[src/rtl/interp_pkg.sv]
// Shared constants and FSM state type for the interpolator line feeder.
package interp_pkg;

  localparam int LINE_LEN  = 16;
  localparam int NUM_LINES = 16;
  localparam int PRE_PAD   = 8;
  localparam int POST_PAD  = 5;
  localparam int SUB_LAT   = 5;

  localparam int CYC_W  = 5;
  localparam int LINE_W = 4;
  localparam int POS_W  = 4;

  // A read issued on line cycle c shows up on pix_out at cycle c+2
  // (one cycle of memory latency, one cycle of output register).
  localparam int RD_LEAD = 2;

  // Line-cycle landmarks (cycle 0 is the first PRE cycle).
  localparam logic [CYC_W-1:0] C_PRE_LAST  = CYC_W'(PRE_PAD - 1);
  localparam logic [CYC_W-1:0] C_BODY_LAST = CYC_W'(PRE_PAD + LINE_LEN - 1);
  localparam logic [CYC_W-1:0] C_LAST      = CYC_W'(PRE_PAD + LINE_LEN + POST_PAD - 1);
  localparam logic [CYC_W-1:0] C_RD_FIRST  = CYC_W'(PRE_PAD - RD_LEAD);
  localparam logic [CYC_W-1:0] C_RD_LAST   = CYC_W'(PRE_PAD - RD_LEAD + LINE_LEN - 1);
  localparam logic [CYC_W-1:0] C_CAP_FIRST = CYC_W'(PRE_PAD - RD_LEAD + 1);
  localparam logic [CYC_W-1:0] C_CAP_LAST  = CYC_W'(PRE_PAD - RD_LEAD + LINE_LEN);
  localparam logic [CYC_W-1:0] C_SUB_FIRST = CYC_W'(PRE_PAD + SUB_LAT);
  localparam logic [LINE_W-1:0] LAST_LINE  = LINE_W'(NUM_LINES - 1);

  typedef enum logic [2:0] {
    IDLE,
    FETCH0,
    WAIT0,
    PRE,
    BODY,
    POST,
    DONE
  } state_t;

endpackage

[src/rtl/interp_addr_gen.sv]
// Pixel word address for a 16x16 block: rows are contiguous 16-word runs,
// so a column pass just swaps which index is scaled by 16. Wraps mod 2^32.
module interp_addr_gen
  import interp_pkg::*;
(
  input  logic [31:0]       base,
  input  logic              mode,
  input  logic [LINE_W-1:0] line,
  input  logic [POS_W-1:0]  p,
  output logic [31:0]       address
);

  logic [3:0] w_major;
  logic [3:0] w_minor;

  assign w_major = mode ? p : line;
  assign w_minor = mode ? line : p;
  assign address = base + {24'd0, w_major, 4'd0} + {28'd0, w_minor};

endmodule

[src/rtl/interp_feeder.sv]
// Feeds one 16-line pass of a block into the interpolator: each line is
// padded with 8 copies of its left edge and 5 copies of its right edge,
// and the sub-pel result window is flagged once the pipeline has filled.
module interp_feeder
  import interp_pkg::*;
(
  input  logic              clock,
  input  logic              reset_n,
  input  logic              start,
  input  logic              mode,
  input  logic [31:0]       base_addr,
  output logic              mem_rd,
  output logic [31:0]       mem_addr,
  input  logic [31:0]       mem_data,
  output logic [31:0]       pix_out,
  output logic              pix_valid,
  output logic              sub_valid,
  output logic [LINE_W-1:0] sub_line,
  output logic [POS_W-1:0]  sub_pos,
  output logic              busy,
  output logic              done
);

  state_t            r_state;
  logic [CYC_W-1:0]  r_cyc;
  logic [LINE_W-1:0] r_line;
  logic              r_mode;
  logic [31:0]       r_base;
  logic [31:0]       r_edgeLeft;

  state_t            w_nextState;
  logic [CYC_W-1:0]  w_nextCyc;
  logic [LINE_W-1:0] w_nextLine;
  logic              w_nextMode;
  logic [31:0]       w_nextBase;
  logic              w_nextRd;
  logic [POS_W-1:0]  w_nextP;
  logic [31:0]       w_rdAddr;
  logic              w_capture;
  logic              w_inLine;

  // Next-state and line-cycle sequencing; mode/base only load on an accepted start.
  always_comb begin
    w_nextState = r_state;
    w_nextCyc   = r_cyc;
    w_nextLine  = r_line;
    w_nextMode  = r_mode;
    w_nextBase  = r_base;
    case (r_state)
      IDLE: begin
        if (start) begin
          w_nextState = FETCH0;
          w_nextLine  = '0;
          w_nextMode  = mode;
          w_nextBase  = base_addr;
        end
      end
      FETCH0: w_nextState = WAIT0;
      WAIT0: begin
        w_nextState = PRE;
        w_nextCyc   = '0;
      end
      PRE: begin
        w_nextCyc = r_cyc + 1'b1;
        if (r_cyc == C_PRE_LAST) w_nextState = BODY;
      end
      BODY: begin
        w_nextCyc = r_cyc + 1'b1;
        if (r_cyc == C_BODY_LAST) w_nextState = POST;
      end
      POST: begin
        if (r_cyc == C_LAST) begin
          if (r_line == LAST_LINE) begin
            w_nextState = DONE;
          end else begin
            w_nextState = FETCH0;
            w_nextLine  = r_line + 1'b1;
          end
        end else begin
          w_nextCyc = r_cyc + 1'b1;
        end
      end
      DONE:    w_nextState = IDLE;
      default: w_nextState = IDLE;
    endcase
  end

  // Decide whether next cycle issues a read and for which pixel; FETCH0 always reads p0.
  always_comb begin
    w_nextRd = 1'b0;
    w_nextP  = '0;
    if (w_nextState == FETCH0) begin
      w_nextRd = 1'b1;
    end else if ((w_nextState == PRE || w_nextState == BODY) &&
                 w_nextCyc >= C_RD_FIRST && w_nextCyc <= C_RD_LAST) begin
      w_nextRd = 1'b1;
      w_nextP  = POS_W'(w_nextCyc - C_RD_FIRST);
    end
  end

  assign w_capture = (r_state == PRE || r_state == BODY) &&
                     r_cyc >= C_CAP_FIRST && r_cyc <= C_CAP_LAST;
  assign w_inLine  = (w_nextState == PRE) || (w_nextState == BODY) || (w_nextState == POST);

  interp_addr_gen u_addrGen (
    .base    (w_nextBase),
    .mode    (w_nextMode),
    .line    (w_nextLine),
    .p       (w_nextP),
    .address (w_rdAddr)
  );

  // Pass FSM plus all registered outputs, each loaded from the next-state decode.
  always_ff @(posedge clock or negedge reset_n) begin
    if (!reset_n) begin
      r_state    <= IDLE;
      r_cyc      <= '0;
      r_line     <= '0;
      r_mode     <= 1'b0;
      r_base     <= '0;
      r_edgeLeft <= '0;
      mem_rd     <= 1'b0;
      mem_addr   <= '0;
      pix_out    <= '0;
      pix_valid  <= 1'b0;
      sub_valid  <= 1'b0;
      sub_line   <= '0;
      sub_pos    <= '0;
      busy       <= 1'b0;
      done       <= 1'b0;
    end else begin
      r_state <= w_nextState;
      r_cyc   <= w_nextCyc;
      r_line  <= w_nextLine;
      r_mode  <= w_nextMode;
      r_base  <= w_nextBase;
      mem_rd  <= w_nextRd;
      if (w_nextRd) mem_addr <= w_rdAddr;
      if (r_state == WAIT0) begin
        r_edgeLeft <= mem_data;
        pix_out    <= mem_data;
      end else if (w_nextState == PRE) begin
        pix_out <= r_edgeLeft;
      end else if (w_capture) begin
        pix_out <= mem_data;
      end
      pix_valid <= w_inLine;
      sub_valid <= w_inLine && (w_nextCyc >= C_SUB_FIRST);
      if (w_inLine && (w_nextCyc >= C_SUB_FIRST)) begin
        sub_pos  <= POS_W'(w_nextCyc - C_SUB_FIRST);
        sub_line <= w_nextLine;
      end
      busy <= (w_nextState != IDLE);
      done <= (w_nextState == DONE);
    end
  end

endmodule

[config.mk]
export PLATFORM = sky130hd
export DESIGN_NAME = interp_feeder
export DESIGN_NICKNAME = d
export VERILOG_FILES = /design/src/rtl/interp_pkg.sv /design/src/rtl/interp_addr_gen.sv /design/src/rtl/interp_feeder.sv
export SDC_FILE = /design/constraint.sdc
export NUM_CORES = 1
export LEC_CHECK = 0
export CORE_MARGIN = 1.5
export CORE_UTILIZATION = 59
export CTS_BUF_LIST = sky130_fd_sc_hd__clkbuf_4
export DETAILED_ROUTE_END_ITERATION = 10
export GPL_ROUTABILITY_DRIVEN = 0
export PLACE_DENSITY = 0.88
export SYNTH_ARGS = -nofsm -noshare
export SYNTH_HDL_FRONTEND = slang
export SYNTH_SLANG_ARGS = --single-unit
[constraint.sdc]
create_clock -name clock -period 14.1 [get_ports clock]
set_input_delay 2.82 -clock clock [delete_from_list [all_inputs] [get_ports clock]]
set_output_delay 2.82 -clock clock [all_outputs]
set_load 0.005 [all_outputs]
* Word level (Yosys, flattened, before mapping)
Cells that the tools add are included.
Cells by class: add/subtract/negate cells 6, order comparisons 5, equal/unequal tests 14, multiplexer cells 25, reduce and logical (&&, ||, !) cells 12
Operator list (number):
- $mux 32 | 5
- $add 32x4->32 | 1
- $add 32x8->32 | 1
- $mux 4 | 7
- $pmux 3 s6 | 1
- $eq 3x3->1 const B | 5
- $mux 3 | 5
- $pmux 5 s3 | 1
- $eq 5x5->1 const B | 2
- $ge 5x3->1 const B | 2
- $le 5x5->1 const B | 2
- $eq 3x2->1 const B | 3
- $pmux 4 s2 | 1
- $eq 3x1->1 const B | 2
- $reduce_bool 3->1 | 2
- $add 5x1->5 const B | 1
- $eq 5x3->1 const B | 1
- $ge 5x4->1 const B | 1
- $logic_and 1x1->1 | 5
- $mux 5 | 1
- $add 4x1->4 const B | 1
- $eq 4x4->1 const B | 1
- $mux 1 | 4
- $sub 4x3->4 const B | 1
- other kinds (4) | 6
Storage, ports and cells: register bits 154, bits of input ports 68, logic and storage cells 77

* Logic depth before layout (Yosys ltp)
depth in word-level cells 13, depth in mapped cells 22, mapped depth without buffers 21

* Modules after synthesis
A second synthesis with hierarchy kept.
Second synthesis, totals: cells, all modules 623, area, all modules 7653.6 um^2
By module, submodules not included:
- interp_feeder | times used 1, cells an instance 506, area an instance 6739.0 um^2
- interp_addr_gen | times used 1, cells an instance 117, area an instance 914.6 um^2

* Least setup slack after synthesis
No wires, ideal clock.
path type in2reg, start input start, end register mem_addr[18], setup time 0.125 ns, arrival 6.086 ns, required time 13.975 ns, setup slack 7.890 ns, stages on the path 15, path through or4b_4 > clkbuf_1 > nand2_1 > and2_1 > clkbuf_1 > clkinv_1 > nand2_1 > o22ai_1 > ha_1 > a2111o_1 > a311oi_1 > or2_2 > nor3_1 > o32a_1 > mux2_2
RTL lines:
- from (decl) | RTL line interp_feeder.sv:9 | input logic start,
- $mux 1 (*) | RTL line interp_feeder.sv:51 | if (start) begin
- $mux 1 (*) | RTL line interp_feeder.sv:49 | case (r_state)
- net u_addrGen.mode | RTL line interp_addr_gen.sv:7 | input logic mode,
- $mux 4 | RTL line interp_addr_gen.sv:16 | assign w_major = mode ? p : line;
- $add 32x8->32 | RTL line interp_addr_gen.sv:18 | assign address = base + {24'd0, w_major, 4'd0} + {28'd0, w_minor};
- $add 32x4->32 (*) | RTL line interp_addr_gen.sv:18
- to (signal assigned) | RTL line interp_feeder.sv:138 | if (w_nextRd) mem_addr <= w_rdAddr;
- to (decl) | RTL line interp_feeder.sv:13 | output logic [31:0] mem_addr,
Mark *: on every way through the listed nets, which the timed path passes. The rest lies on a longest branch. A chain may end at the register's enable or synchronous reset.

* Worst setup path after layout
start input start, end register mem_addr[25]
The elaborated chain is that of the path after synthesis.

==> impl_metrics.env <==
export IMPL_clockBufferDepth=2
export IMPL_fin_nets=948
export IMPL_worst_path_buf_inv=2
export IMPL_critical_path_class="in -> reg"
export IMPL_cts_tree="yes"
export IMPL_cp_required_ps=14550
export IMPL_die_height_um=118
export IMPL_drt_wl_total_mm=18.5
export IMPL_leakage_nw=4.04
export IMPL_ys_seq_area_share_pct=49.7
export IMPL_initial_core_util_pct=61.0
export IMPL_synth_compound_area_share_pct=9.79
export IMPL_synth_adder_area_share_pct=3.00
export IMPL_ant_nets=0
export IMPL_grt_pass1_vias=6266
export IMPL_post_drt_via_cell_ratio=5.86
export IMPL_rsz0062_at_grt="false"
export IMPL_startpoint_type="input port"
export IMPL_fmax_ghz=0.150
export IMPL_cts_hold_buffers_added=0
export IMPL_synthMuxAreaShare_pct=16.2
export IMPL_period_share_pct=47.4
export IMPL_hp_class="reg -> reg"
export IMPL_synth_xor_area_share_pct=3.61
export IMPL_vias=6133
export IMPL_cts_setup_buffers=0
export IMPL_placementRows=41
export IMPL_worst_slew_margin_rel_pct=44.9
export IMPL_numCtsBuffers=17
export IMPL_io_pins=145
export IMPL_worstSkewPairLatency_ps=570
export IMPL_clk_pin_slew_ps=120
export IMPL_period_minus_slack_ps=6680
export IMPL_synth_distinct_cells=65
export IMPL_syn_inst=726
export IMPL_p_per_area_mw_per_mm2=90.7
export IMPL_end_kind="register"
export IMPL_cp_max_fo=39
export IMPL_chipWidth_um=118
export IMPL_maxCapViolCount=0
export IMPL_nFillCells=875
export IMPL_critPathMostFrequentCell="nand2_1"
export IMPL_clockRootBuffer="clkbuf_4"
export IMPL_peakVddDrop_mv=0.0598
export IMPL_antenna_found_initial=0
export IMPL_path_cells="clkdlybuf4s50_1 > or4b_4 > nand2_1 > and2_1 > clkinv_1 > nand2_1 > o22ai_1 > ha_1 > o211ai_1 > or2_2 > a221oi_4 > o21ai_1 > xnor2_1 > mux2_1"
export IMPL_track_usage_pct=27.6
export IMPL_ys_top_cells_by_area="dfrtp_1 50%, mux2_2 7.0%, nand2_1 6.5%, mux2i_1 6.3%, xnor2_1 3.3%"
export IMPL_overflow=0
export IMPL_synth_top_area_share_pct=49.7
export IMPL_layout_common_cells="154 x dfrtp_1, 143 x clkdlybuf4s50_1, 134 x nand2_1"
export IMPL_tns_ps=0
export IMPL_cp_slowest_stage_delay_ps=700
export IMPL_utilization_pct=75.8
export IMPL_multi_input_area_mm2=0.00365
export IMPL_dieArea_mm2=0.0138
export IMPL_cts_htree_levels=4
export IMPL_setup_violations=0
export IMPL_synth_edf_count=0
export IMPL_synth_warnings=0
export IMPL_wl_per_cell_um=17.7
export IMPL_synth_simple_area_share_pct=14.1
export IMPL_drive_above_1_share_pct=12.0
export IMPL_crit_path_top_delay_cell="or4b_4"
export IMPL_path_delay_family="simple AND/OR/NAND/NOR gates"
export IMPL_core_mm2=0.0127
export IMPL_synth_area_per_cell_um2=10.7
export IMPL_synth_area_mm2=0.00776
export IMPL_worst_slew_pin_transition_ps=826
export IMPL_route_detailed_drc=0
export IMPL_maxSlewViolCount=0
export IMPL_grt_max_degree=88
export IMPL_timing_reg2reg_setup_slack_ps=7980
export IMPL_stdcell_count=1047
export IMPL_dp_cells=1015
export IMPL_hpwl_mm=13.2
export IMPL_seq_area_mm2=0.00385
export IMPL_synth_top_family_by_area="multiplexers"
export IMPL_synth_nets=812
export IMPL_clock_skew_ps=18.4
export IMPL_status="complete, no violations"
export IMPL_antenna_cells=0
export IMPL_synth_top_cell_by_area="dfrtp_1"
export IMPL_drt_pass1_iterations=6
export IMPL_cts_resized=0
export IMPL_synth_flop_cell="dfrtp_1"
export IMPL_area_growth_synth_to_final_pct=24.3
export IMPL_grt_pass1_wl_mm=30.9
export IMPL_drt_iter0_drc=490
export IMPL_layout_commonest_cell="dfrtp_1"
export IMPL_ys_seq_elements=154
export IMPL_portBuffers=144
export IMPL_async_flop_share_pct=100
export IMPL_clock_sinks=154
export IMPL_cp_arrival_ps=7130
export IMPL_hold_viol=0
Yosys cell counts, types with 2 or more instances:
master / instances
dfrtp_1: 154
nand2_1: 134
mux2i_1: 49
mux2_2: 48
o21ai_0: 43
inv_1: 30
xnor2_1: 29
mux2_1: 20
clkbuf_1: 19
nand3_1: 19
a21oi_1: 18
ha_1: 17
nor2_1: 15
nand4_1: 14
o22ai_1: 9
and3_1: 8
buf_2: 8
a211oi_1: 6
a21o_1: 6
and2_1: 4
and4_1: 4
nand2b_1: 4
nor3_1: 4
o211ai_1: 4
a31oi_1: 3
buf_6: 3
xor2_1: 3
buf_4: 2
nand3b_1: 2
nand4b_1: 2
nor2b_1: 2
nor3_2: 2
nor4b_1: 2
o2bb2ai_1: 2
o311a_1: 2
o31a_1: 2
o31ai_1: 2
or2_2: 2
or3_1: 2
or4b_4: 2
through the flow:
stage               power [mW]  hold slack, ps  instance area [um2]  setup WS, ps
floorplan                0.520             446                 7760          7890
global placement         0.583             462                 9330          7260
detailed placement       0.589             471                 9330          7010
CTS                      0.880             499                 9640          7500
global route             0.908             519                 9640          7230
finish                   0.875             492                 9640          7420
cell families (layout without fill, tap and decap cells):
| group | after synthesis | after routing |
|---|---|---|
| simple gates | 228 | 228 |
| flops | 154 | 154 |
| mux | 117 | 117 |
| compound gates | 113 | 113 |
| buf+inv | 64 | 213 |
| xor+xnor | 32 | 32 |
| fa+ha+maj | 18 | 18 |
final cells by class:
cell class	instances	share of cell area, %
Clock buffer	18	1.40
Timing Repair Buffer	150	15.4
Sequential cell	154	40.0
Clock inverter	14	1.86
Tap cell	172	2.23
Multi-Input combinational cell	508	37.9
Inverter	31	1.21
routing by layer:
layer | track usage [%] | share of wire, %
met4 | 10.6 | 2.4
met2 | 45.7 | 49
met5 | 0 | 0
met3 | 7.46 | 7.1
met1 | 34.7 | 41
where the power goes:
group          internal [mW]  switching, mW  leakage [nW]
Clock                  0.140          0.153         0.173
Combinational         0.0596         0.0451          2.01
Sequential             0.463         0.0130          1.86
Total                  0.663          0.211          4.04
final timing paths:
kind                                 start            to  depth (start not counted)
worst max register to register    r_cyc[0]  mem_addr[25]                         18
min in group asynchronous          reset_n     r_base[2]                          1
worst max-delay path                 start  mem_addr[25]                         14
max in group asynchronous          reset_n          done                          2
worst min register to register  pix_out[9]    pix_out[9]                          2
worst min-delay path            pix_out[9]    pix_out[9]                          2
state kept, by name, summed over array words and instances (netlist names):
signal      flops
mem_addr       32
r_state         3
busy            1
mem_rd          1
pix_out        32
r_mode          1
r_base         32
done            1
sub_pos         4
r_edgeLeft     32
r_cyc           5
pix_valid       1
sub_line        4
r_line          4
sub_valid       1
worst register-to-register path: cells and delay by family (launching register included):
kind | cells | cell delay [ps]
fa+ha+maj | 3 | 990
simple gates | 2 | 670
mux | 3 | 1180
xor+xnor | 1 | 160
compound gates | 7 | 2220
buf+inv | 2 | 320
flops | 1 | 500
Power figures use the tool's default switching activity.
